<file path="src/rtl/mem_port_arbiter.sv">
// mem_port_arbiter
// Shares one external memory port between the instruction-fetch path and the
// load/store data path. Each access runs IDLE -> FETCH/DATA -> DONE -> IDLE.
// Simultaneous requests are arbitrated round-robin. An access whose strobe sits
// on a busy bus for TIMEOUT cycles is aborted and reported through err.
// stall is purely combinational from the request and ready signals so the
// core can freeze its PC and writeback in the same cycle it raises a request.

module mem_port_arbiter #(
    parameter int TIMEOUT = 255
) (
    input  logic        clk,
    input  logic        rst,

    input  logic        i_req,
    input  logic [31:0] i_addr,
    output logic [31:0] i_rdata,
    output logic        i_ready,

    input  logic        d_ren,
    input  logic        d_wen,
    input  logic [31:0] d_addr,
    input  logic [31:0] d_wdata,
    output logic [31:0] d_rdata,
    output logic        d_ready,

    output logic        bus_ren,
    output logic        bus_wen,
    output logic [31:0] bus_addr,
    output logic [31:0] bus_wdata,
    input  logic [31:0] bus_rdata,
    input  logic        bus_busy,

    output logic        stall,
    output logic        err
);

    typedef enum logic [1:0] {
        IDLE  = 2'd0,
        FETCH = 2'd1,
        DATA  = 2'd2,
        DONE  = 2'd3
    } state_t;

    // The wait counter is 8 bits wide; TIMEOUT is limited to 1..255 so the
    // abort always fires before the counter could wrap.
    localparam logic [7:0] TIMEOUT_CNT = 8'(TIMEOUT);

    state_t      state;
    state_t      state_nx;

    logic        d_req;
    logic        in_access;
    logic        in_done;

    // Arbitration / sequencing strobes produced by the next-state logic.
    logic        start;        // IDLE -> FETCH/DATA this cycle
    logic        pick_d;       // granted side at start: 1 = data, 0 = fetch
    logic        complete;     // strobe accepted by the bus this cycle
    logic        timed_out;    // wait budget exhausted this cycle

    logic        grant_d;      // side owning the current access (1 = data)
    logic        last_grant_d; // side that owned the previous access
    logic        aborted;      // current access ended by timeout
    logic [7:0]  wait_cnt;     // busy cycles spent in FETCH/DATA

    logic [31:0] hold_q;       // read data (or 0) of the finishing access
    logic [31:0] i_rdata_q;    // last value delivered to the fetch side
    logic [31:0] d_rdata_q;    // last value delivered to the data side

    // A simultaneous read and write request is handled as a write.
    assign d_req     = d_ren | d_wen;
    assign in_access = (state == FETCH) || (state == DATA);
    assign in_done   = (state == DONE);

    // State register; reset returns to IDLE immediately.
    always_ff @(posedge clk or posedge rst) begin
        if (rst) begin
            state <= IDLE;
        end else begin
            state <= state_nx;
        end
    end

    // Next-state logic: round-robin grant in IDLE, completion or abort in FETCH/DATA.
    always_comb begin
        state_nx  = state;
        start     = 1'b0;
        pick_d    = 1'b0;
        complete  = 1'b0;
        timed_out = 1'b0;

        unique case (state)
            IDLE: begin
                if (i_req && d_req) begin
                    // Tie: the side that did not win last time goes first.
                    start  = 1'b1;
                    pick_d = ~last_grant_d;
                end else if (i_req) begin
                    start  = 1'b1;
                    pick_d = 1'b0;
                end else if (d_req) begin
                    start  = 1'b1;
                    pick_d = 1'b1;
                end

                if (start) begin
                    state_nx = pick_d ? DATA : FETCH;
                end
            end

            FETCH, DATA: begin
                if (wait_cnt == TIMEOUT_CNT) begin
                    timed_out = 1'b1;
                    state_nx  = DONE;
                end else if ((bus_ren || bus_wen) && !bus_busy) begin
                    complete  = 1'b1;
                    state_nx  = DONE;
                end
            end

            DONE: begin
                // Requests still high here are ignored; they must be seen
                // again in IDLE to start a new access.
                state_nx = IDLE;
            end

            default: begin
                state_nx = IDLE;
            end
        endcase
    end

    // Bus outputs: address/data latched at grant, strobe held until the access ends.
    always_ff @(posedge clk or posedge rst) begin
        if (rst) begin
            bus_ren   <= 1'b0;
            bus_wen   <= 1'b0;
            bus_addr  <= '0;
            bus_wdata <= '0;
        end else if (start) begin
            bus_addr  <= pick_d ? d_addr : i_addr;
            bus_wdata <= pick_d ? d_wdata : '0;
            // Fetch always reads; data reads unless a write is requested.
            bus_ren   <= ~pick_d | ~d_wen;
            bus_wen   <= pick_d & d_wen;
        end else if (complete || timed_out) begin
            bus_ren   <= 1'b0;
            bus_wen   <= 1'b0;
        end
    end

    // Wait counter: cleared on every grant, counts busy cycles, saturates at the limit.
    always_ff @(posedge clk or posedge rst) begin
        if (rst) begin
            wait_cnt <= '0;
        end else if (start) begin
            wait_cnt <= '0;
        end else if (in_access && bus_busy && (wait_cnt != TIMEOUT_CNT)) begin
            wait_cnt <= wait_cnt + 8'd1;
        end
    end

    // Ownership of the current access, its abort flag, and round-robin history.
    always_ff @(posedge clk or posedge rst) begin
        if (rst) begin
            grant_d      <= 1'b0;
            aborted      <= 1'b0;
            last_grant_d <= 1'b1;   // "data" last, so fetch wins the first tie
        end else begin
            if (start) begin
                grant_d <= pick_d;
                aborted <= 1'b0;
            end else if (timed_out) begin
                aborted <= 1'b1;
            end

            if (in_done) begin
                last_grant_d <= grant_d;
            end
        end
    end

    // Holding register captures the bus result; per-side copies keep it after DONE.
    always_ff @(posedge clk or posedge rst) begin
        if (rst) begin
            hold_q    <= '0;
            i_rdata_q <= '0;
            d_rdata_q <= '0;
        end else begin
            if (timed_out) begin
                hold_q <= '0;
            end else if (complete) begin
                hold_q <= bus_wen ? '0 : bus_rdata;
            end

            if (in_done) begin
                if (grant_d) begin
                    d_rdata_q <= hold_q;
                end else begin
                    i_rdata_q <= hold_q;
                end
            end
        end
    end

    // Completion pulses come straight from DONE so they carry no extra latency.
    assign i_ready = in_done & ~grant_d;
    assign d_ready = in_done & grant_d;
    assign err     = in_done & aborted;

    // During the ready pulse the fresh result is forwarded; otherwise the
    // previously delivered value is held.
    assign i_rdata = i_ready ? hold_q : i_rdata_q;
    assign d_rdata = d_ready ? hold_q : d_rdata_q;

    // Core stall: any request that is not completing this cycle.
    assign stall = (i_req & ~i_ready) | (d_req & ~d_ready);

endmodule

</file>
<file path="config.mk">
export PLATFORM = sky130hd
export DESIGN_NAME = mem_port_arbiter
export DESIGN_NICKNAME = d
export VERILOG_FILES = /design/src/rtl/mem_port_arbiter.sv
export SDC_FILE = /design/constraint.sdc
export NUM_CORES = 1
export LEC_CHECK = 0
export BUFFER_PORTS_ARGS = -buffer_cell sky130_fd_sc_hd__buf_2
export CAP_MARGIN = 20
export CORE_ASPECT_RATIO = 0.7
export CORE_MARGIN = 2
export CORE_UTILIZATION = 30
export CTS_BUF_LIST = sky130_fd_sc_hd__clkbuf_16
export CTS_CLUSTER_SIZE = 40
export DETAILED_ROUTE_END_ITERATION = 16
export MAX_ROUTING_LAYER = met4
export PLACE_DENSITY = 0.65
export SYNTH_ARGS = -nofsm -noshare
export SYNTH_HDL_FRONTEND = slang
export SYNTH_SLANG_ARGS = --single-unit
</file>
<file path="constraint.sdc">
create_clock -name clk -period 6.2 [get_ports clk]
set_input_delay 0.62 -clock clk [delete_from_list [all_inputs] [get_ports clk]]
set_output_delay 0.62 -clock clk [all_outputs]
set_load 0.1 [all_outputs]
</file>
==> qor.csv <==
stage;metric;value;unit
synthesis;average size of a mapped cell;12.7;um^2
sta;post-route minimum period;3.29;ns
synthesis;Top FF cell, synth;dfrtp_1;
route;drt first pass iters;4;
floorplanning;die area;24200;um^2
place;dpl hpwl;13.1;mm
synthesis;Compound-Gate Fraction of Synth Area;13.9;%
clock_tree;Num CTS Buffers;17;
clock_tree;post-cts resize count;0;
synthesis;Synth Cell Area;6890;um^2
synthesis;syn_nets;679;
route;final wirelength;18.8;mm
worst_setup_path;crit end category;primary output;
sta;period utilisation layout;53.0;%
place;IO buf count;267;
sta;actual slew at the worst max-slew pin;1.02;ns
clock_tree;CTS tree;built;
grt;vias in the first global route;5221;
synthesis;Post-Synth Adder-Cell Area;0.545;%
grt;largest net degree at the start of global routing;73;
worst_setup_path;Worst Reg-to-Reg Cells;7;
worst_setup_path;CP Cell Sequence;ha_1 > nor2b_4 > mux2_2 > buf_2;
floorplanning;die height;131;um
clock_tree;Clock Pin Slew Worst Setup and Hold Paths;0.07;ns
pwr;Sw Share;45.8;%
pwr;pwr dens;459;nW/um^2
route;DR vias/cell;4.65;
finish;Seq. cell area;4380;um^2
clock_tree;clk buf depth;2;
floorplanning;core area;22600;um^2
pwr;sequential power share;36.0;%
worst_setup_path;CP max FO;34;
worst_setup_path;reg2reg setup slack;3.78;ns
finish;Final nets;937;
worst_hold_path;Hold Crit Class;input pin to asynchronous set/reset pin;
sta;Rel. slew slack;31.9;%
grt;gr ovfl total;0;
sta;Final Hold Fails;0;
place;Final Wtd Congestion;0.777;
worst_setup_path;crit path launch type;flip-flop;
synthesis;sequential area share after synthesis;63.6;%
worst_setup_path;Required @ worst endpoint;5.58;ns
synthesis;post-synthesis cell count;542;
route;DRC viols;0;
finish;multi-input logic area;2360;um^2
synthesis;area leader, netlist;dfrtp_1;
pwr;switching pwr;1.91;mW
worst_setup_path;Reg2Reg Launch Point;state[0];
sta;final worst setup slack;2.91;ns
floorplanning;IO Count;268;
synthesis;top cells by area, synth;dfrtp_1 63%, mux2_2 10%, a22o_1 8.1%;
worst_setup_path;CP max stage cell;nor2b_4;
clock_tree;# clock sinks;175;
route;ANT nets after route;0;
clock_tree;CTS hold repair buffers;0;
grt;antenna violations before repair;0;
sta;Setup Viol. Count Final;0;
worst_setup_path;crit-path max cell delay;0.85;ns
synthesis;most frequent cell after synthesis;dfrtp_1;
finish;Fillers;2216;
clock_tree;Root Buffer;clkbuf_16;
pwr;combinational share of power;39.9;%
pwr;Clk pwr share;24.1;%
worst_setup_path;family with the most delay on the worst path;simple AND/OR/NAND/NOR gates;
finish;P&R area growth vs syn;31.9;%
run_status;status;finished clean;
worst_setup_path;reg2reg end;bus_addr[2];
place;dpl ws;3.34;ns
sta;maximum operating frequency;304;MHz
clock_tree;Clk Latency, worst-skew pair;0.42;ns
sta;RSZ-0062 raised after global routing;false;
floorplanning;Die X-Extent;185;um
pwr;VDD IR max;0.287;mV
synthesis;Syn. warnings;0;
sta;Setup TNS;0;ns
worst_setup_path;arrival time at the worst endpoint;2.67;ns
floorplanning;site row count;46;
route;DR vias;5227;
sta;Layout Skew;0.00686;ns
run;MaxCap Viol Count;0;
synthesis;xor/xnor share of the synthesized area;0.254;%
finish;layout cells sized above 1;47.0;%
sta;Slew Viols, Final;0;
clock_tree;Post-CTS Setup Bufs;0;
route;wire per inst;16.7;um
synthesis;unique cell type count in the Yosys netlist;41;
clock_tree;H-Tree Depth;4;
route;DRT iter0 DRCs;229;
worst_setup_path;CP Class;flip-flop to primary output;
synthesis;mux cell area share after synthesis;10.7;%
pwr;Pleak;5.02;nW
floorplanning;initial core utilization;30.5;%
grt;first-pass GRT wire length;28.7;mm
synthesis;flops & latches, synth;175;
pwr;Internal;2.26;mW
synthesis;post-synth top area share;63.2;%
grt;All-Layer GR Usage;16.2;%
synthesis;combinational family with the most area after synthesis;compound AO/OA/AOI/OAI gates;
worst_setup_path;CP bufs+invs;1;
synthesis;ys async rst share;100;%
synthesis;Commonest cells post-synth;174 x dfrtp_1, 74 x nand2_1, 64 x a22o_1, 64 x mux2_2, 42 x nor2_1;
synthesis;number of flops mapped to enable cells by yosys;0;
finish;antenna cell count;0;
synthesis;Synth Area in Simple Gates;8.21;%
[state kept, by name, indices dropped and copies added (netlist names), 2 cells and up]
signal / count
i_rdata_q: 32
hold_q: 32
bus_addr: 32
d_rdata_q: 32
wait_cnt: 8
bus_wdata: 32
state: 2
[per-stage QoR]
step / power (mW) / cell area, um^2 / utilization, % / instances / hold WS, ns
after floorplan: 2.84 / 6890 / - / 542 / 0.455
after global placement: 3.18 / 8550 / 37.8 / 1093 / 0.474
after detailed placement: 3.20 / 8550 / 37.8 / 1093 / 0.476
after CTS: 4.23 / 9090 / 40.2 / 1124 / 0.283
after global routing: 4.39 / 9090 / 40.2 / 1124 / 0.290
final: 4.17 / 9090 / 40.2 / 1124 / 0.272
[layer usage]
layer,share of wire [%],vias to the layer above,global-route usage (%)
li1,-,2455,-
met1,48,2566,20.8
met2,43,194,24.7
met3,7.8,12,5.49
met4,0.80,0,3.92
met5,0,-,-
[how the worst max path moves through the flow]
stage | end | slack [ns] | from | depth (start not counted)
detailed placement | i_rdata[9] | 3.34 | state[0] | 4
floorplan | aborted | 0.84 | rst | 1
CTS | i_rdata[9] | 2.86 | state[0] | 4
global placement | i_rdata[17] | 3.40 | state[0] | 4
global route | i_rdata[16] | 2.75 | state[0] | 4
finish | i_rdata[15] | 2.91 | state[0] | 4
[power groups by stage]
stage          registers [mW]  clock network (mW)  logic [mW]
6_report                 1.50                1.01        1.66
5_1_grt                  1.53                1.09        1.77
4_1_cts                  1.51                1.04        1.68
3_5_place_dp             1.52                   0        1.68
3_3_place_gp             1.52                   0        1.66
2_1_floorplan            2.35                   0       0.494
[final cells by class]
class / count / share of cell area [%]
Clock buffer: 17 / 4.68
Clock inverter: 14 / 1.31
Inverter: 5 / 0.261
Tap cell: 312 / 4.29
Timing Repair Buffer: 275 / 15.4
Multi-Input combinational cell: 326 / 25.9
Sequential cell: 175 / 48.2
[cell usage in the layout, fill, tap and decap left out, drive strengths merged, types with 3 or more instances in the layout]
cell    instances
a21oi           8
nor2           42
o21ai           4
o31ai           3
nor2b           3
nand2          74
clkbuf         17
dfrtp         174
inv             8
a22o           64
mux2           64
clkinv          8
a31oi          34
buf           275
or4             3
ha              3
[cell families (layout without fill, tap and decap cells)]
kind of cell / Yosys count / count (layout)
AO/OA/AOI/OAI: 122 / 122
multiplexers: 66 / 66
buffers and inverters: 41 / 311
AND/OR/NAND/NOR: 133 / 133
XOR/XNOR: 2 / 2
adder cells (fa/ha/maj): 3 / 3
flip-flops: 175 / 175
No activity file was read; power rests on OpenSTA's default activity.
